--- src/rtl/if_fetch.sv ---
// RV32I instruction-fetch stage: assembles each 32-bit instruction from four
// little-endian byte reads and presents it to the IF/ID register until consumed.
module if_fetch #(
  parameter int                ADDR_W   = 32,
  parameter logic [ADDR_W-1:0] RESET_PC = '0
) (
  input  logic              clk,
  input  logic              rst,
  input  logic              stall_i,
  input  logic              branch_i,
  input  logic [ADDR_W-1:0] branch_target_i,
  output logic              mem_req_o,
  output logic [ADDR_W-1:0] mem_addr_o,
  input  logic              mem_ack_i,
  input  logic [7:0]        mem_data_i,
  output logic [ADDR_W-1:0] if_pc_o,
  output logic [31:0]       if_inst_o,
  output logic              if_valid_o
);

  typedef enum logic [2:0] {
    F0   = 3'd0,
    F1   = 3'd1,
    F2   = 3'd2,
    F3   = 3'd3,
    HOLD = 3'd4
  } state_t;

  state_t            state_reg;
  logic [ADDR_W-1:0] pc_reg;
  logic [7:0]        byte_buf_reg [3];
  logic [ADDR_W-1:0] if_pc_reg;
  logic [31:0]       if_inst_reg;
  logic              if_valid_reg;

  logic              fetching;
  logic [1:0]        byte_idx;
  logic [2:0]        lane_we;

  // In HOLD the low state bits are 00, so the address idles at pc.
  assign fetching = (state_reg != HOLD);
  assign byte_idx = state_reg[1:0];

  genvar gi;
  generate
    for (gi = 0; gi < 3; gi++) begin : g_lane
      assign lane_we[gi] = fetching && mem_ack_i && (byte_idx == 2'(gi));
    end
  endgenerate

  // Request is gated by rst directly so it drops in the same cycle reset is applied.
  assign mem_req_o  = fetching && !rst;
  assign mem_addr_o = pc_reg + ADDR_W'(byte_idx);

  assign if_pc_o    = if_pc_reg;
  assign if_inst_o  = if_inst_reg;
  assign if_valid_o = if_valid_reg;

  always_ff @(posedge clk) begin
    if (rst) begin
      state_reg    <= F0;
      pc_reg       <= RESET_PC;
      for (int i = 0; i < 3; i++) byte_buf_reg[i] <= '0;
      if_pc_reg    <= '0;
      if_inst_reg  <= '0;
      if_valid_reg <= 1'b0;
    end else if (branch_i) begin
      // Redirect discards any partial fetch, same-cycle ack, or held instruction.
      state_reg    <= F0;
      pc_reg       <= branch_target_i & ~ADDR_W'(3);
      for (int i = 0; i < 3; i++) byte_buf_reg[i] <= '0;
      if_pc_reg    <= '0;
      if_inst_reg  <= '0;
      if_valid_reg <= 1'b0;
    end else begin
      for (int i = 0; i < 3; i++) begin
        if (lane_we[i]) byte_buf_reg[i] <= mem_data_i;
      end
      case (state_reg)
        F0: if (mem_ack_i) state_reg <= F1;
        F1: if (mem_ack_i) state_reg <= F2;
        F2: if (mem_ack_i) state_reg <= F3;
        F3: begin
          if (mem_ack_i) begin
            state_reg    <= HOLD;
            if_inst_reg  <= {mem_data_i, byte_buf_reg[2], byte_buf_reg[1], byte_buf_reg[0]};
            if_pc_reg    <= pc_reg;
            if_valid_reg <= 1'b1;
            pc_reg       <= pc_reg + ADDR_W'(4);
          end
        end
        HOLD: begin
          if (!stall_i) begin
            state_reg    <= F0;
            if_pc_reg    <= '0;
            if_inst_reg  <= '0;
            if_valid_reg <= 1'b0;
          end
        end
        default: state_reg <= F0;
      endcase
    end
  end

endmodule

--- config.mk ---
export PLATFORM = sky130hd
export DESIGN_NAME = if_fetch
export DESIGN_NICKNAME = d
export VERILOG_FILES = /design/src/rtl/if_fetch.sv
export SDC_FILE = /design/constraint.sdc
export NUM_CORES = 1
export LEC_CHECK = 0
export BUFFER_PORTS_ARGS = -buffer_cell sky130_fd_sc_hd__clkbuf_2
export CAP_MARGIN = 25
export CORE_ASPECT_RATIO = 1.1
export CORE_MARGIN = 3
export CORE_UTILIZATION = 40
export CTS_CLUSTER_DIAMETER = 30
export DETAILED_ROUTE_END_ITERATION = 8
export GPL_TIMING_DRIVEN = 0
export HOLD_SLACK_MARGIN = 0.15
export PLACE_DENSITY = 0.76
export SYNTH_ARGS = -nofsm -noshare
export SYNTH_HDL_FRONTEND = slang
export SYNTH_SLANG_ARGS = --single-unit
--- constraint.sdc ---
create_clock -name clk -period 2 [get_ports clk]
set_input_delay 0.3 -clock clk [delete_from_list [all_inputs] [get_ports clk]]
set_output_delay 0.3 -clock clk [all_outputs]
set_load 0.02 [all_outputs]
==> impl_metrics.yaml <==
run:
  drv_cap: 0
placement:
  io_buffers: 138
  gp_congestion: 0.9015
  placedCellCount: 802
  dp_hpwl_um: 10960
cts:
  clkSlewWorstSetupHoldPaths_ns: 0.06
  insertion_delay_ns: 0.42
  cts_max_level: 4
  cts_made_buffers: 17
  cts_sinks: 120
  clock_path_buffers: 2
  tritoncts: "done"
  root_buffer: "clkbuf_16"
min_path:
  hold_class: "input port to register"
yosys:
  ys.flop_type: "dfxtp_1"
  async_flop_share: 0
  synth_cell_type_count: 51
  synth_edf_count: 24
  yosysSeqAreaShare: 0.5369
  ys_ff_latch: 120
  avgSynthCellArea_um2: 9.651
  yosysWarnings: 0
  synth_cells: 510
  synth_area_mm2: 0.004922
die:
  pin_count: 143
  coreArea_mm2: 0.01175
  die_area_mm2: 0.01367
  fp.dieH_um: 122.3
  initial_core_util: 0.4190
  dieWidth_um: 111.8
  core.rowCount: 41
layout:
  n_antenna_cell: 0
  layout-drive-gt1-share: 0.3701
  fin_util: 0.5935
  fin_nets: 749
  syn_to_final_growth_pct: 41.64
  largest_reg_flops: 32
  final_common_cell: "clkbuf_2"
  fin_cells: 866
  final_cell_mix: "150 x clkbuf_2, 88 x nor2_1, 77 x dfxtp_1"
route:
  drt-wirelength-per-cell_um: 18.52
  drc_errors: 0
  antenna_left: 0
  wl_um: 16040
  vias: 5065
  vias_per_cell: 5.849
  drt_pre_antenna_iters: 5
  drt_iter0_drc: 475
sta:
  rsz0062_at_grt: "true"
  fmax_mhz: 489.6
  fin_ws_ns: -0.04235
  skew_ns: 0.01374
  setup_violations: 1
  hold_viol: 0
  fin_crit_sh: 1.021
  tightest_slew_ns: 0.6757
  hold_slack_ns: 0.1530
  slew-limit-headroom: 0.5486
  tns_ns: -0.04235
  min_period_ns: 2.042
  slew_violations: 0
run_status:
  outcome: "finished with violations"
  violations: "negative setup slack"
power:
  p_per_area_mw_per_mm2: 881.5
  peakVddDrop_mv: 0.5355
  leakage_uw: 0.002747
critical_path:
  critPathMaxFanout: 6
  critPathKind: "register to register"
  crit_path_end_kind: "register"
  critPathLaunchType: "register"
  arrival_ns: 2.35
  required_ns: 2.31
global_route:
  grt_overflow: 0
  grt_pass1_vias: 4787
  antenna_found_initial: 0
  grtUsageTotal: 0.2248
  grt_max_degree: 17
  grt_pass1_wl_um: 24500
cells in the mapped netlist, drive strengths merged, types with 2 or more instances:
library cell / instances / area (um2)
a2111oi: 5 / 43.79
a211oi: 10 / 75.07
a21oi: 6 / 30.03
a22oi: 60 / 450.4
a311o: 4 / 40.04
a311oi: 12 / 105.1
a31oi: 3 / 18.77
and2: 12 / 75.07
and3: 4 / 26.28
buf: 11 / 57.55
clkbuf: 32 / 121.4
dfxtp: 96 / 1922
edfxtp: 24 / 720.7
inv: 10 / 37.53
nand2: 20 / 75.07
nand3: 13 / 65.06
nand4: 12 / 81.33
nand4b: 2 / 17.52
nor2: 88 / 330.3
nor2b: 3 / 18.77
nor3: 5 / 25.02
nor4: 11 / 68.82
o2111ai: 3 / 26.28
o21a: 2 / 15.01
o21ai: 6 / 30.03
o311ai: 2 / 17.52
o31a: 2 / 17.52
o31ai: 7 / 52.55
or2: 3 / 18.77
or3: 6 / 37.54
or4: 14 / 108.9
xnor2: 5 / 43.79
xor2: 6 / 52.55
final timing paths:
check	start	to	slack [ns]	cells after the start
max reg2reg	pc_reg[11]	pc_reg[25]	-0.04	4
min	branch_target_i[16]	pc_reg[16]	0.15	3
min reg2reg	state_reg[2]	state_reg[0]	0.44	1
max	pc_reg[11]	pc_reg[25]	-0.04	4
cells by family (layout without fill, tap and decap cells):
| group | count (synthesis) | count (layout) | share of synthesized area |
|---|---|---|---|
| AND/OR/NAND/NOR | 197 | 197 | 0.1998 |
| AO/OA/AOI/OAI | 127 | 127 | 0.1965 |
| flip-flops | 120 | 120 | 0.5369 |
| buffers and inverters | 53 | 258 | 0.04397 |
| XOR/XNOR | 11 | 11 | 0.01957 |
| adder cells (fa/ha/maj) | 1 | 1 | 0.002542 |
| other | 1 | 2 | 0.0007619 |
per-stage QoR:
step,area (um2),worst slack (ns),power [uW]
3_5_place_dp,5881,-0.7789,3039
3_3_place_gp,5852,-0.7544,3025
4_1_cts,6780,-0.04167,6140
2_1_floorplan,4974,0.01364,2869
5_1_grt,6972,-0.04819,6315
6_report,6972,-0.04235,6145
where the power goes:
part	internal (uW)	switching [uW]	leakage, uW	total [uW]
registers	2540	88.4	0.00106	2620
logic	172	258	0.00140	430
clock network	1790	1300	0.000289	3090
total	4490	1650	0.00275	6150
layer usage:
metal	GRT usage	part of all wire	vias up
li1	-	-	2309
met1	0.2907	0.41	2412
met2	0.3613	0.48	297
met3	0.05178	0.078	47
met4	0.1004	0.028	0
met5	0	0	-
critical path: stages (launching register included):
cell and delay [ns]:
dfxtp_4 0.40, nand3_4 0.10, or4_4 0.57, or4_1 0.55
a311oi_1 0.32
timing repair:
item	CTS	global route
hold buffers	14	0
pin swaps	5	14
setup buffers	11	10
gates resized for setup	36	33
hold endpoints to repair	14	0
setup endpoints to repair	92	74
area by class of cell:
type | instances | area (um2)
multi-input combinational | 338 | 2226
inverter | 10 | 37.54
timing repair buffer | 177 | 1023
sequential | 120 | 2701
clock buffer | 17 | 425.4
fill | 980 | 4776
buffer | 39 | 195.2
clock inverter | 15 | 175.2
tap | 150 | 187.7
Note: power is estimated with default switching activity, not from simulation.
